`src/rtl/pdm_xcorr_lag_scan.sv`:
```
// pdm_xcorr_lag_scan
//   Multi-lag sliding-window cross-correlator for two 1-bit PDM streams.
//   For every lag L in -MAX_LAG..+MAX_LAG it keeps a running XOR mismatch
//   count over the last Leff accepted samples. Every RESULT_EVERY primed
//   samples it snapshots the counts and scans them one per cycle to find
//   the lag with the fewest mismatches (best alignment).
//
// Ports
//   clk        system clock
//   rst        synchronous active-high reset
//   in_valid   data_1/data_2 are sampled this cycle when high
//   data_1     PDM stream A
//   data_2     PDM stream B
//   length     window length in samples (clamped to 2..MAX_LENGTH)
//   primed     window history full, results are meaningful
//   out_valid  one-cycle result strobe
//   best_lag   signed lag of minimum mismatch (positive: B lags A)
//   best_corr  mismatch count at best_lag
//   overrun    sticky, a result trigger arrived while a scan was busy
//
// Build option
//   PDM_XCORR_TIE_CENTER_EN: when defined, equal minimum counts are broken
//   towards the smaller |L| (negative L on equal |L|). When undefined the
//   most negative lag wins ties.
module pdm_xcorr_lag_scan #(
  parameter int MAX_LENGTH   = 256,
  parameter int MAX_LAG      = 4,
  parameter int RESULT_EVERY = 64,
  localparam int CW          = $clog2(MAX_LENGTH + 1),
  localparam int LAGW        = $clog2(MAX_LAG + 1) + 1
) (
  input  logic                   clk,
  input  logic                   rst,
  input  logic                   in_valid,
  input  logic                   data_1,
  input  logic                   data_2,
  input  logic [CW-1:0]          length,
  output logic                   primed,
  output logic                   out_valid,
  output logic signed [LAGW-1:0] best_lag,
  output logic [CW-1:0]          best_corr,
  output logic                   overrun
);

  localparam int NUM_LAGS = 2 * MAX_LAG + 1;
  localparam int DEPTH    = MAX_LENGTH + 2 * MAX_LAG;
  localparam int IW       = $clog2(DEPTH);
  localparam int FW       = $clog2(DEPTH + 1);
  localparam int DW       = (RESULT_EVERY > 1) ? $clog2(RESULT_EVERY) : 1;
  localparam int XW       = $clog2(NUM_LAGS);

  typedef enum logic [1:0] {S_IDLE, S_SCAN, S_DONE} state_t;

  // ---------------------------------------------------------------------
  // Effective window length and soft reset on change
  // ---------------------------------------------------------------------
  logic [CW-1:0] leff;
  logic [CW-1:0] length_q_reg;
  logic          soft_rst;
  logic          accept;
  logic          trigger;

  always_comb begin
    if (length < CW'(2))
      leff = CW'(2);
    else if (length > CW'(MAX_LENGTH))
      leff = CW'(MAX_LENGTH);
    else
      leff = length;
  end

  // Any change of the effective length restarts tracking; the sample
  // offered in that cycle is discarded.
  assign soft_rst = (leff != length_q_reg);
  assign accept   = in_valid && !soft_rst;

  // ---------------------------------------------------------------------
  // Histories, fill and decimation
  // ---------------------------------------------------------------------
  // Bit k holds the sample accepted k samples before the newest one.
  logic [DEPTH-1:0] hist1_reg;
  logic [DEPTH-1:0] hist2_reg;
  logic [FW-1:0]    fill_reg;
  logic [FW-1:0]    fill_next;
  logic [FW-1:0]    fill_target;
  logic             primed_reg;
  logic [DW-1:0]    dec_reg;
  logic             dec_wrap;

  assign fill_target = FW'(length_q_reg) + FW'(2 * MAX_LAG);
  assign fill_next   = (fill_reg == fill_target) ? fill_reg : fill_reg + FW'(1);
  assign dec_wrap    = (dec_reg == DW'(RESULT_EVERY - 1));
  assign trigger     = accept && primed_reg && dec_wrap;

  always_ff @(posedge clk) begin
    if (rst || soft_rst) begin
      hist1_reg    <= '0;
      hist2_reg    <= '0;
      fill_reg     <= '0;
      primed_reg   <= 1'b0;
      dec_reg      <= '0;
      length_q_reg <= leff;
    end else if (accept) begin
      hist1_reg  <= {hist1_reg[DEPTH-2:0], data_1};
      hist2_reg  <= {hist2_reg[DEPTH-2:0], data_2};
      fill_reg   <= fill_next;
      primed_reg <= (fill_next == fill_target);
      if (primed_reg)
        dec_reg <= dec_wrap ? '0 : dec_reg + DW'(1);
    end
  end

  // ---------------------------------------------------------------------
  // Per-lag running mismatch counters
  // ---------------------------------------------------------------------
  // The term entering the window pairs A at age MAX_LAG with B at age
  // MAX_LAG-L (ages after the shift). Expressed against the pre-shift
  // history, age a maps to bit a-1 and age 0 is the incoming bit. The
  // leaving term is the same pair Leff samples older.
  logic [CW-1:0] corr_next [NUM_LAGS];
  logic [IW-1:0] old1_idx;

  assign old1_idx = IW'(length_q_reg) + IW'(MAX_LAG - 1);

  generate
    for (genvar gi = 0; gi < NUM_LAGS; gi++) begin : g_lag
      localparam int A2 = 2 * MAX_LAG - gi;  // age of the B bit, lag gi-MAX_LAG
      logic          new_b;
      logic          m_new;
      logic          m_old;
      logic [IW-1:0] old2_idx;
      logic [CW-1:0] cnt_reg;

      if (A2 == 0) begin : g_age0
        assign new_b = data_2;
      end else begin : g_aged
        assign new_b = hist2_reg[A2-1];
      end

      assign old2_idx      = IW'(length_q_reg) + IW'(A2) - IW'(1);
      assign m_new         = hist1_reg[MAX_LAG-1] ^ new_b;
      assign m_old         = hist1_reg[old1_idx] ^ hist2_reg[old2_idx];
      assign corr_next[gi] = cnt_reg + CW'(m_new) - CW'(m_old);

      always_ff @(posedge clk) begin
        if (rst || soft_rst)
          cnt_reg <= '0;
        else if (accept)
          cnt_reg <= corr_next[gi];
      end
    end
  endgenerate

  // ---------------------------------------------------------------------
  // Snapshot and sequential arg-min scan
  // ---------------------------------------------------------------------
  state_t                 state_reg;
  state_t                 state_next;
  logic [CW-1:0]          snap_reg [NUM_LAGS];
  logic [XW-1:0]          idx_reg;
  logic [CW-1:0]          min_val_reg;
  logic [XW-1:0]          min_idx_reg;
  logic [CW-1:0]          cand;
  logic                   better;
  logic                   scan_last;
  logic [CW-1:0]          sel_val;
  logic [XW-1:0]          sel_idx;
  logic signed [LAGW-1:0] sel_lag;
  logic signed [LAGW-1:0] best_lag_reg;
  logic [CW-1:0]          best_corr_reg;
  logic                   overrun_reg;

  // |L| for a scan index, used only by the centre tie-break.
  function automatic logic [XW-1:0] lag_mag(input logic [XW-1:0] i);
    return (i >= XW'(MAX_LAG)) ? i - XW'(MAX_LAG) : XW'(MAX_LAG) - i;
  endfunction

  assign cand      = snap_reg[idx_reg];
  assign scan_last = (idx_reg == XW'(NUM_LAGS - 1));

  always_comb begin
    // Index 0 seeds the running minimum.
    better = (idx_reg == '0) || (cand < min_val_reg);
`ifdef PDM_XCORR_TIE_CENTER_EN
    // Ordering by (count, |L|); scanning upward from the most negative lag
    // means a strict compare already prefers negative L on equal |L|.
    if (cand == min_val_reg && lag_mag(idx_reg) < lag_mag(min_idx_reg))
      better = 1'b1;
`endif
    sel_val = better ? cand : min_val_reg;
    sel_idx = better ? idx_reg : min_idx_reg;
    sel_lag = LAGW'(int'(sel_idx) - MAX_LAG);
  end

  always_ff @(posedge clk) begin
    if (rst) begin
      for (int i = 0; i < NUM_LAGS; i++)
        snap_reg[i] <= '0;
    end else if (state_reg == S_IDLE && trigger) begin
      // Post-update counts, so the triggering sample is included.
      for (int i = 0; i < NUM_LAGS; i++)
        snap_reg[i] <= corr_next[i];
    end
  end

  always_ff @(posedge clk) begin
    if (rst) begin
      idx_reg       <= '0;
      min_val_reg   <= '0;
      min_idx_reg   <= '0;
      best_lag_reg  <= '0;
      best_corr_reg <= '0;
      overrun_reg   <= 1'b0;
    end else begin
      if (trigger && state_reg != S_IDLE)
        overrun_reg <= 1'b1;
      if (state_reg == S_SCAN) begin
        idx_reg     <= idx_reg + XW'(1);
        min_val_reg <= sel_val;
        min_idx_reg <= sel_idx;
      end else begin
        idx_reg <= '0;
      end
      // Results land as DONE is entered, so they are visible with out_valid.
      if (state_reg == S_SCAN && state_next == S_DONE) begin
        best_lag_reg  <= sel_lag;
        best_corr_reg <= sel_val;
      end
    end
  end

  // FSM: state register
  always_ff @(posedge clk) begin
    if (rst)
      state_reg <= S_IDLE;
    else
      state_reg <= state_next;
  end

  // FSM: next state. A length change aborts a scan silently.
  always_comb begin
    state_next = state_reg;
    if (soft_rst) begin
      state_next = S_IDLE;
    end else begin
      case (state_reg)
        S_IDLE:  if (trigger) state_next = S_SCAN;
        S_SCAN:  if (scan_last) state_next = S_DONE;
        S_DONE:  state_next = S_IDLE;
        default: state_next = S_IDLE;
      endcase
    end
  end

  // FSM: outputs
  always_comb begin
    out_valid = (state_reg == S_DONE);
  end

  assign primed    = primed_reg;
  assign overrun   = overrun_reg;
  assign best_lag  = best_lag_reg;
  assign best_corr = best_corr_reg;

endmodule

```
`config.mk`:
```
export PLATFORM = sky130hd
export DESIGN_NAME = pdm_xcorr_lag_scan
export DESIGN_NICKNAME = d
export VERILOG_FILES = /design/src/rtl/pdm_xcorr_lag_scan.sv
export SDC_FILE = /design/constraint.sdc
export NUM_CORES = 2
export LEC_CHECK = 0
export ABC_AREA = 1
export CORE_ASPECT_RATIO = 0.9
export CORE_MARGIN = 2
export CORE_UTILIZATION = 40
export CTS_BUF_LIST = sky130_fd_sc_hd__clkbuf_4 sky130_fd_sc_hd__clkbuf_8 sky130_fd_sc_hd__clkbuf_16
export CTS_CLUSTER_SIZE = 20
export DETAILED_ROUTE_END_ITERATION = 16
export PLACE_DENSITY = 0.61
export SKIP_CTS_REPAIR_TIMING = 1
export SYNTH_ARGS = -nofsm -noshare
export SYNTH_HDL_FRONTEND = slang
export SYNTH_SLANG_ARGS = --single-unit
```
`constraint.sdc`:
```
create_clock -name clk -period 9.53 [get_ports clk]
set_input_delay 1.4295 -clock clk [delete_from_list [all_inputs] [get_ports clk]]
set_output_delay 1.4295 -clock clk [all_outputs]
set_load 0.02 [all_outputs]
```
==> flow_summary.yaml <==
status:
  outcome: "finished, final reports clean"
cts:
  cts_tree: "built"
  numCtsBuffers: 85
  root_buffer: "clkbuf_16"
  clk_pin_slew_ns: 0.06
  insertion_delay_ns: 0.72
  clk_path_buf_depth: 3
  h-tree-depth: 3
  cts_sinks: 748
critical_path:
  cp_common_cell: "nand2_1"
  crit_required_ns: 9.95
  rr_worst_depth: 32
  cp.arrival_ns: 7.74
  r2r-start: "length_q_reg[2]"
  worst-r2r-setup-slack_ns: 2.21
  cp_slowest_stage_delay_ns: 0.97
  crit_slowest_cell: "nor2_1"
  path_class: "reg2reg"
  path_max_fanout: 43
  start_kind: "flip-flop"
  cp-end-kind: "flip-flop"
  regToRegEndpoint: "snap_reg[0][8]"
synth:
  synth_flop_cell: "dfxtp_1"
  netlist_area_sq_um: 46400
  synth_area_leaders: "dfxtp_1 (28%), nand3_1 (14%), nand2_1 (10%)"
  synth_cell_types: 48
  yosysTopAreaCell: "dfxtp_1"
  synthArstFlopShare_pct: 0
  yosysSeqAreaShare_pct: 34.2
  syn_inst: 6667
  synth_nets: 6799
  yosysTopAreaCellShare_pct: 28.4
  synth_seq_cells: 748
  synth-edff-count: 90
  ys_warn_count: 0
  syn_avg_cell_area_sq_um: 6.96
global_route:
  gr-total-overflow: 0
  antenna_found_initial: 6
  grt_max_degree: 235
  grt_usage_pct: 28.0
  grt_pass1_wl_mm: 262
  grt_pass1_vias: 42700
cells_and_area:
  final_cell_area_sq_um: 49800
  drive_above_1_share_pct: 7.77
  areaGrowthSynthToFinish_pct: 7.34
  final_nets: 6472
  layout.cells.non_filler: 7908
  final_common_cell: "nand3_1"
  fillers: 11900
  final_cell_mix: "nand3_1 (1,271), nand2_1 (1,252), o21ai_0 (665)"
drt:
  routedWlPerCell_microns: 21.7
  drc: 0
  ant_nets: 0
  vias: 47500
  drtIter0Drc: 6173
  via_per_inst: 6.00
  wirelength_mm: 172
  first_pass_iters: 9
sta:
  final.setup.tns_ns: 0
  finalSetupViolCount: 0
  rsz0062_at_grt: "false"
  worst_slew_pin_slew_ns: 1.43
  fmax_mhz: 137
  worst_slack_ns: 2.21
  relSlewSlack_pct: 4.80
  layout_min_cycle_time_ns: 7.32
  period_share_pct: 76.8
  hold_viol: 0
  fin_skew_ns: 0.0332
  drv_slew: 0
floorplan:
  dieArea_sq_um: 119000
  ios: 30
  core_sq_um: 115000
  initial_core_util_pct: 40.3
  num_rows: 118
  dieHeight_microns: 327
  die_x_microns: 363
pwr:
  powerDensity_nw_per_um2: 173
  peakVddDrop_v: 0.000115
  finalPower_mw: 8.62
  p_leak_nw: 20.0
flow_run:
  cap_violations: 0
placement:
  hpwl_mm: 111
  pre_cts_slack_ns: 2.34
  gp_congestion: 1.10
  post-place-cells: 7753
  port_buffers: 29
  place_area_sq_um: 46900
min_path:
  hold_end: "overrun"
  whs_path_depth: 2
  hp-start: "overrun"
  hold_class: "reg2reg"
==> where the power goes <==
part	switching [mW]	leakage, nW	internal (mW)
Clock	1.44	1.46	1.98
Sequential	0.0285	6.17	3.22
Combinational	1.42	12.3	0.523
Total	2.89	20.0	5.73
==> metrics by stage <==
stage / utilization (%) / hold WS (ns)
5_1_grt: 43.3 / 0.488
3_5_place_dp: 40.8 / 0.457
4_1_cts: 43.3 / 0.456
2_1_floorplan: - / 0.435
6_report: 43.3 / 0.457
3_3_place_gp: 40.8 / 0.438
==> critical path: cells and delay by family (launching register included) <==
kind | cells | cell delay, ns
compound gates | 5 | 0.75
flops | 1 | 0.41
buf+inv | 7 | 2.04
xor+xnor | 1 | 0.19
simple gates | 15 | 2.28
fa+ha+maj | 4 | 1.35
==> layout make-up <==
type	instances	area, sq um	share of cell area (%)
diodes	2	5.00	0.0100
clock buffers	124	2550	5.13
clock inverters	29	329	0.660
inverters	574	2190	4.40
multi-input cells	4831	26100	52.4
flip-flops and latches	748	15900	31.9
well taps	1500	1880	3.77
repair buffers	100	903	1.81
==> Yosys cell counts (4+ instances only) <==
master     count
or2_2         10
buf_2        223
fa_1           9
nor2_2         6
nand2_2        7
o211ai_1     170
nor4_1         5
o221a_1       45
dfxtp_1      658
o2111ai_1      4
clkinv_1       5
nor2_1       290
nand3_1     1271
o21bai_1      18
edfxtp_1      90
clkbuf_1     181
and3_1         4
inv_2         14
ha_1         109
buf_1         70
xor2_1       101
inv_1        554
nand3b_1      10
a221oi_1       4
o21ai_0      666
buf_6         11
o221a_2      210
a21oi_1      521
buf_4         28
nor3_1         9
o21ai_1        6
and2_1        10
xnor2_1       29
nand2_1     1258
o22ai_1       17
nand4_1       26
==> logic make-up after synthesis <==
group                      count (synthesis)  synth area share, %
DFF                                      748                 34.2
AOI/OAI and AO/OA                       1667                 22.6
adders and majority gates                118                 3.33
xor gates and xnor gates                 133                 2.56
buffers and inverters                   1088                 9.83
and+or+nand+nor                         2913                 27.5
==> metal layers <==
layer  global-route usage [%]  vias to the layer above  share of wire, %
met5                        0                        -             0.023
met2                     40.6                     2146                42
met3                     6.06                      334               9.7
li1                         -                    22400                 -
met4                     7.92                        8               2.9
met1                     41.3                    22500                46
==> worst max path at each step <==
| stage | from | endpoint | slack [ns] | cells after the start |
|---|---|---|---|---|
| finish | length_q_reg[2] | snap_reg[0][8] | 2.21 | 32 |
| floorplan | length_q_reg[1] | snap_reg[2][8] | 4.29 | 29 |
| global placement | length_q_reg[2] | snap_reg[0][8] | 2.31 | 32 |
| detailed placement | length_q_reg[2] | snap_reg[0][8] | 2.34 | 32 |
| global route | length_q_reg[2] | snap_reg[0][8] | 1.92 | 34 |
| CTS | length_q_reg[2] | snap_reg[0][8] | 2.32 | 32 |
(Power assumes the default switching activity.)
